[src/rtl/rgb_fade_sequencer.sv]
// rgb_fade_sequencer: ramps RGB duty thresholds through a 4-entry colour table with per-colour dwell.
module rgb_fade_sequencer #(
  parameter int DUTY_W     = 16,
  parameter int STEP_DIV   = 1024,
  parameter int STEP       = 64,
  parameter int HOLD_TICKS = 256
) (
  input  logic              clk,
  input  logic              rst,
  input  logic              run,
  input  logic              next_req,
  input  logic              cfg_we,
  input  logic [1:0]        cfg_idx,
  input  logic [DUTY_W-1:0] cfg_r,
  input  logic [DUTY_W-1:0] cfg_g,
  input  logic [DUTY_W-1:0] cfg_b,
  output logic [DUTY_W-1:0] R_duty,
  output logic [DUTY_W-1:0] G_duty,
  output logic [DUTY_W-1:0] B_duty,
  output logic [1:0]        cur_idx,
  output logic              busy,
  output logic              at_target
);
  localparam int PW = (STEP_DIV > 2) ? $clog2(STEP_DIV) : 1;
  localparam int HW = $clog2(HOLD_TICKS + 1);
  typedef enum logic [1:0] {IDLE, FADE, HOLD} state_t;
  state_t state, state_n;
  logic [PW-1:0] pre;
  logic [HW-1:0] hold, hold_n;
  logic [1:0] idx_n;
  logic [DUTY_W-1:0] tab_r [4];
  logic [DUTY_W-1:0] tab_g [4];
  logic [DUTY_W-1:0] tab_b [4];
  logic [DUTY_W-1:0] t_r, t_g, t_b, s_r, s_g, s_b, r_n, g_n, b_n;
  logic tick;
  // Moves d toward t by at most STEP; the extra bit keeps the difference from wrapping.
  function automatic logic [DUTY_W-1:0] step_to(input logic [DUTY_W-1:0] d, input logic [DUTY_W-1:0] t);
    logic [DUTY_W:0] diff;
    diff = (d < t) ? {1'b0, t} - {1'b0, d} : {1'b0, d} - {1'b0, t};
    if (diff > (DUTY_W+1)'(STEP)) diff = (DUTY_W+1)'(STEP);
    return (d < t) ? DUTY_W'({1'b0, d} + diff) : DUTY_W'({1'b0, d} - diff);
  endfunction
  assign tick = pre == PW'(STEP_DIV - 1);
  assign t_r = tab_r[cur_idx];
  assign t_g = tab_g[cur_idx];
  assign t_b = tab_b[cur_idx];
  assign s_r = step_to(R_duty, t_r);
  assign s_g = step_to(G_duty, t_g);
  assign s_b = step_to(B_duty, t_b);
  assign busy = state != IDLE;
  assign at_target = R_duty == t_r && G_duty == t_g && B_duty == t_b;
  always_comb begin
    state_n = state;
    hold_n = hold;
    idx_n = cur_idx;
    r_n = R_duty;
    g_n = G_duty;
    b_n = B_duty;
    if (state == IDLE) begin
      idx_n = next_req ? cur_idx + 2'd1 : cur_idx;
      state_n = run ? FADE : IDLE;
    end else if (!run || next_req) begin
      state_n = run ? FADE : IDLE;
      hold_n = '0;
      idx_n = next_req ? cur_idx + 2'd1 : cur_idx;
    end else if (tick && state == FADE) begin
      r_n = s_r;
      g_n = s_g;
      b_n = s_b;
      if (s_r == t_r && s_g == t_g && s_b == t_b) begin
        state_n = HOLD;
        hold_n = HW'(HOLD_TICKS);
      end
    end else if (tick) begin
      // A table rewrite during dwell sends us back to ramping instead of counting down.
      state_n = (!at_target || hold == HW'(1)) ? FADE : HOLD;
      hold_n = (!at_target || hold == HW'(1)) ? '0 : hold - HW'(1);
      idx_n = (at_target && hold == HW'(1)) ? cur_idx + 2'd1 : cur_idx;
    end
  end
  always_ff @(posedge clk) begin
    if (!rst) begin
      state <= IDLE;
      pre <= '0;
      hold <= '0;
      cur_idx <= '0;
      R_duty <= '0;
      G_duty <= '0;
      B_duty <= '0;
      for (int i = 0; i < 4; i++) begin
        tab_r[i] <= (i == 0 || i == 3) ? '1 : '0;
        tab_g[i] <= (i == 1 || i == 3) ? '1 : '0;
        tab_b[i] <= (i == 2 || i == 3) ? '1 : '0;
      end
    end else begin
      state <= state_n;
      pre <= tick ? '0 : pre + PW'(1);
      hold <= hold_n;
      cur_idx <= idx_n;
      R_duty <= r_n;
      G_duty <= g_n;
      B_duty <= b_n;
      if (cfg_we) begin
        tab_r[cfg_idx] <= cfg_r;
        tab_g[cfg_idx] <= cfg_g;
        tab_b[cfg_idx] <= cfg_b;
      end
    end
  end
endmodule

[config.mk]
export PLATFORM = sky130hd
export DESIGN_NAME = rgb_fade_sequencer
export DESIGN_NICKNAME = d
export VERILOG_FILES = /design/src/rtl/rgb_fade_sequencer.sv
export SDC_FILE = /design/constraint.sdc
export NUM_CORES = 1
export LEC_CHECK = 0
export BUFFER_PORTS_ARGS = -buffer_cell sky130_fd_sc_hd__buf_2
export CORE_MARGIN = 3
export CORE_UTILIZATION = 50
export CTS_CLUSTER_DIAMETER = 100
export DETAILED_ROUTE_END_ITERATION = 6
export PLACE_DENSITY = 0.67
export SLEW_MARGIN = 5
export SYNTH_ARGS = -nofsm -noshare
export SYNTH_HDL_FRONTEND = slang
export SYNTH_SLANG_ARGS = --single-unit
[constraint.sdc]
create_clock -name clk -period 26.6 [get_ports clk]
set_input_delay 2.66 -clock clk [delete_from_list [all_inputs] [get_ports clk]]
set_output_delay 2.66 -clock clk [all_outputs]
set_load 0.02 [all_outputs]
==> impl_metrics.yaml, run 1 <==
final_layout:
  nFillCells: 3500
  nets: 2406
  utilization_pct: 55.9
  fin_area_mm2: 0.0218
  drive_gt1_share_pct: 13.5
  area_growth_pct: 9.18
detailed_routing:
  drt_wl_total_um: 57600
  vias: 16400
  wire_per_inst_um: 21.1
  drc: 0
  dr.pass1.iters: 7
  vias_per_cell: 5.99
  drt-initial-drc-count: 1489
  detail-route-antenna-nets: 0
sta:
  setup_viol: 0
  post-route-period-util_pct: 41.1
  drv_slew: 0
  relSlewSlack_pct: 35.0
  grt_setup_unrepaired: "false"
  min_period_ns: 10.94
  clock_skew_ns: 0.0114
  tightest_slew_ns: 0.965
  hold_violations: 0
  worst_slack_ns: 15.66
  max_freq_mhz: 91.4
  finalSetupTns_ns: 0
critical_path:
  worst_path_largest_cell_delay_ns: 0.81
  cp_slowest_cell: "mux4_1"
  critical_path_class: "reg -> reg"
  startpoint_type: "flip-flop"
  end_kind: "flip-flop"
  critical_path_required_ns: 27.04
  crit_family: "compound AO/OA/AOI/OAI gates"
  crit_top_cell: "ha_1"
  arrival_ns: 11.38
  crit_fanout: 27
  crit_buf_inv: 1
yosys:
  synthFlopType: "edfxtp_1"
  synth.net_count: 2356
  synthMuxAreaShare_pct: 6.26
  syn_inst: 2143
  synth_compound_area_share_pct: 16.8
  yosysWarnings: 0
  synthArstFlopShare_pct: 0
  synth-seq-cells: 265
  synthSimpleGateAreaFrac_pct: 19.1
  synth_edf_count: 192
  synthXorXnorAreaFrac_pct: 6.58
  ys_seq_area_share_pct: 36.2
  yosysUniqueCellTypes: 86
  synthAdderAreaFrac_pct: 10.2
  synth_top_family_by_area: "simple AND/OR/NAND/NOR gates"
  synth.avg_cell_area_um2: 9.31
  syn_area_mm2: 0.0200
global_route:
  grt_max_degree: 53
  grt_pass1_wl_um: 89000
  antenna_found_initial: 9
  grt_pass1_vias: 15700
  overflow: 0
  grt_use_total_pct: 26.9
clock_network:
  cts_tree: "done"
  clock_path_buffers: 3
  post_cts_buffers: 0
  worstSkewPairLatency_ns: 0.56
  cts_buffers: 29
  clk_pin_slew_ns: 0.06
  cts-root-buf: "clkbuf_16"
  cts_resized: 0
  hold_buffers: 0
  clkSinkCount: 265
  htree_levels: 1
placed_design:
  routabilityCongestion: 0.999
  dpl_worst_slack_ns: 15.83
  dp.final_hpwl_um: 42700
  io_buffer_count: 106
  placed_cell_area_mm2: 0.0209
floorplanning:
  die_h_um: 206
  core_mm2: 0.0390
  dieArea_mm2: 0.0423
  io_pins: 107
  die_x_um: 206
  initial_utilization_pct: 51.2
  rows: 72
power:
  power_density_mw_per_mm2: 53.8
  switchingPower_mw: 0.364
  p_sw_share_pct: 31.1
  pwr-share-clk_pct: 34.1
  p_total_mw: 1.17
  seqPwrFrac_pct: 40.5
  ir_drop_v: 0.0000597
  power.leakage_nw: 8.54
  p_int_mw: 0.808
  p_comb_share_pct: 25.4
flow_run:
  cap_violations: 0
run_status:
  outcome: "finished clean"
min_path:
  hold_class: "reg -> reg"
path summary, 6_finish.rpt:
check	startpoint	endpoint	slack (ns)	cells past startpoint
worst min-delay path	pre[0]	pre[0]	0.46	1
worst min register to register	pre[0]	pre[0]	0.46	1
worst max-delay path	flip-flop	hold[3]	15.66	33
worst max register to register	flip-flop	hold[3]	15.66	33
through the flow:
step,cells,hold WS (ns)
floorplan,2143,0.430
global placement,2680,0.445
detailed placement,2680,0.449
CTS,2732,0.472
global route,2732,0.494
finish,2734,0.464
logic make-up after synthesis:
family,count (synthesis)
adders and majority gates,158
xor gates and xnor gates,150
DFF,265
muxes,65
buffers and inverters,239
AOI/OAI and AO/OA,524
and+or+nand+nor,742
layer usage:
metal  wire length [um]  track usage (%)  part of all wire (%)  up-vias
li1                   -                -                     -     7804
met1              25100             37.3                    44     7842
met2              26100             43.7                    45      589
met3               4700             5.02                   8.2      114
met4               1640             6.86                   2.8       16
met5                 92                0                  0.16        -
synthesized netlist by cell type (20+ instances only):
library cell | instances | area share, %
edfxtp_1 | 192 | 29
a21oi_1 | 186 | 4.7
nand2_1 | 178 | 3.3
ha_1 | 149 | 9.3
nor2_1 | 140 | 2.6
inv_1 | 137 | 2.6
and2_1 | 108 | 3.4
xnor2_1 | 102 | 4.5
o21ai_0 | 88 | 2.2
dfxtp_1 | 73 | 7.3
nand2b_1 | 73 | 2.3
clkbuf_1 | 68 | 1.3
or2_2 | 52 | 1.6
nand3_1 | 48 | 1.2
xor2_1 | 48 | 2.1
mux4_2 | 45 | 5.1
a21o_1 | 44 | 1.7
nor3_1 | 39 | 0.98
o21a_1 | 26 | 0.98
a211oi_1 | 25 | 0.94
buf_2 | 24 | 0.60
a31oi_1 | 20 | 0.63
nor4_1 | 20 | 0.63
state kept, by name, indices dropped and copies added, names as in the netlist, named ones only:
name,flops
cur_idx,2
B_duty,16
tab_r,64
tab_g,64
state,2
G_duty,16
hold,9
tab_b,64
pre,10
R_duty,16
layout make-up:
cell class,count,area (um^2),share of cell area (%)
Multi-Input combinational cell,1639,11800,54.2
Sequential cell,265,7230,33.2
Clock buffer,34,744,3.42
Tap cell,518,648,2.97
Timing Repair Buffer,119,628,2.88
Inverter,139,522,2.39
Clock inverter,18,191,0.879
Antenna cell,2,5.00,0.0230
power by group through the flow:
stage | combinational [mW] | sequential (mW) | clock, mW
6_report | 0.297 | 0.475 | 0.400
4_1_cts | 0.293 | 0.475 | 0.406
2_1_floorplan | 0.211 | 0.480 | 0
3_5_place_dp | 0.291 | 0.484 | 0
5_1_grt | 0.324 | 0.477 | 0.423
3_3_place_gp | 0.292 | 0.483 | 0
placed cells by master, fill, tap and decap left out, drive strengths merged, types with 73 or more instances in the layout:
cell and n:
o21ai 93, nand2b 74, and2 108, buf 119, edfxtp 192, ha 149
inv 141, nand2 179, nor2 140, xnor2 102, a21oi 187, dfxtp 73
Note: power is estimated with default switching activity, not from simulation.
==> run 2, diff against run 1 <==
--- a/config.mk
+++ b/config.mk
@@ -10,7 +10,7 @@
 export CORE_UTILIZATION = 50
 export CTS_CLUSTER_DIAMETER = 100
 export DETAILED_ROUTE_END_ITERATION = 6
-export PLACE_DENSITY = 0.67
+export PLACE_DENSITY = 0.7
 export SLEW_MARGIN = 5
 export SYNTH_ARGS = -nofsm -noshare
 export SYNTH_HDL_FRONTEND = slang
==> constraint.sdc (replaced) <==
create_clock -name clk -period 9.8 [get_ports clk]
set_input_delay 0.98 -clock clk [delete_from_list [all_inputs] [get_ports clk]]
set_output_delay 0.98 -clock clk [all_outputs]
set_load 0.02 [all_outputs]
==> run 2 against run 1 <==
Compared with the run above: global-route usage increased by 0.94 points; via count up 2.6%; non-clock buffer count increased by 59; die area stayed put; clock skew is 0.0088 ns higher; setup slack worse by 15 ns; cell area increased by 2.6%; register-to-register slack got worse by 15 ns.
==> impl_metrics.yaml, run 2 (synthesized netlist as in run 1, its figures left out) <==
clock_network:
  htree_levels: 1
  clk_pin_slew_ns: 0.07
  worstSkewPairLatency_ns: 0.57
  clkSinkCount: 265
  hold_buffers: 0
  cts-root-buf: "clkbuf_16"
  cts_tree: "done"
  cts_buffers: 29
  clock_path_buffers: 3
flow_run:
  cap_violations: 0
detailed_routing:
  drc: 0
  drt-initial-drc-count: 1335
  dr_wl_met3_um: 5320
  detail-route-antenna-nets: 0
  drt-met1-wl_um: 26600
  dr.pass1.iters: 6
  routed-wl-met2_um: 26400
  wire_per_inst_um: 21.4
  vias_per_cell: 6.01
  vias: 16800
  top_layer_used: "met5"
  drt_wl_total_um: 59900
sta:
  hold_ws_ns: 0.464
  clock_skew_ns: 0.0201
  tightest_slew_ns: 0.861
  post-route-period-util_pct: 94.4
  drv_slew: 0
  max_freq_mhz: 108
  relSlewSlack_pct: 42.4
  min_period_ns: 9.25
  hold_violations: 0
  setup_viol: 0
final_layout:
  final_common_cell: "edfxtp_1"
  utilization_pct: 57.3
  largestRegisters: "tab_b: 64 flops, tab_g: 64 flops, tab_r: 64 flops"
  nets: 2466
  final_cells: 2794
  final_cell_mix: "edfxtp_1 (192), a21oi_1 (183), nand2_1 (177)"
  area_growth_pct: 12.0
  drive_gt1_share_pct: 16.1
critical_path:
  arrival_ns: 9.69
  crit_top_cell: "xnor2_1"
  crit_fanout: 14
  crit_buf_inv: 3
  worst_path_largest_cell_delay_ns: 0.64
  cp_slowest_cell: "mux4_2"
  ff2ff_path_depth: 33
  crit_family: "compound AO/OA/AOI/OAI gates"
  critical_path_required_ns: 10.24
  end_kind: "flip-flop"
  critical_path_class: "reg -> reg"
  startpoint_type: "flip-flop"
  path_depth: 33
global_route:
  grt_pass1_vias: 16300
  grt_pass1_wl_um: 92300
  grt_use_total_pct: 27.8
  overflow: 0
  grt_max_degree: 57
  antenna_found_initial: 6
floorplanning:
  initial_utilization_pct: 51.2
  io_pins: 107
  die_x_um: 206
  dieArea_mm2: 0.0423
  core_mm2: 0.0390
  rows: 72
  die_h_um: 206
power:
  p_total_mw: 3.25
  power.leakage_nw: 8.88
  power_density_mw_per_mm2: 145
  ir_drop_v: 0.000160
placed_design:
  dp.final_hpwl_um: 44400
  routabilityCongestion: 0.963
  placed_cells: 2734
  io_buffer_count: 106
min_path:
  hold_class: "reg -> reg"
  hold_depth: 1
run_status:
  outcome: "finished clean"
run 2: cell count changes in the layout (fill, tap and decap cells not counted), moves of 3 or more:
cell,before,now
buf_12,0,4
a21oi_1,186,183
buf_4,13,67
clkinv_1,2,6
a21oi_2,1,4
o21ai_0,88,83
o21ai_1,5,10
run 2: final cells by class:
class,count,area [um^2]
clock buffers,35,768
multi-input cells,1640,11900
flip-flops and latches,265,7230
diodes,1,2.50
repair buffers,178,1140
well taps,518,648
fillers,3465,16600
clock inverters,18,184
inverters,139,522
run 2: stage by stage:
| step | setup TNS [ns] | cell area [um^2] | setup WS, ns |
|---|---|---|---|
| after global placement | 0 | 21300 | 0.205 |
| after CTS | 0 | 22200 | 0.0430 |
| final | 0 | 22400 | 0.551 |
| after detailed placement | 0 | 21300 | 0.0562 |
| after global routing | -0.0869 | 22400 | -0.0558 |
| after floorplan | 0 | 20000 | 0.604 |
run 2: timing repair:
action | CTS | global route
setup buffers | 0 | 5
resized for setup | 0 | 14
endpoints found under the setup margin | 0 | 11
run 2: metal layers:
layer	vias up	GRT usage (%)
li1	7917	-
met1	8083	40.1
met2	673	43.1
met3	104	5.25
met4	8	7.64
met5	-	0
run 2: power breakdown:
group / switching, mW / internal (mW)
Combinational: 0.520 / 0.327
Sequential: 0.0231 / 1.27
Clock: 0.471 / 0.640
Total: 1.01 / 2.23
run 2: final timing paths:
kind	from	slack, ns	to
worst max-delay path	flip-flop	0.55	hold[5]
worst min register to register	pre[0]	0.46	pre[0]
worst max register to register	flip-flop	0.55	hold[5]
worst min-delay path	pre[0]	0.46	pre[0]
run 2: worst reg2reg max path, delay by kind of cell, from the launching register on:
| family | cells | cell delay (ns) |
|---|---|---|
| multiplexers | 1 | 0.65 |
| flip-flops | 1 | 0.53 |
| AO/OA/AOI/OAI | 11 | 2.99 |
| XOR/XNOR | 4 | 0.69 |
| buffers and inverters | 3 | 0.58 |
| AND/OR/NAND/NOR | 11 | 2.74 |
| adder cells (fa/ha/maj) | 3 | 0.96 |
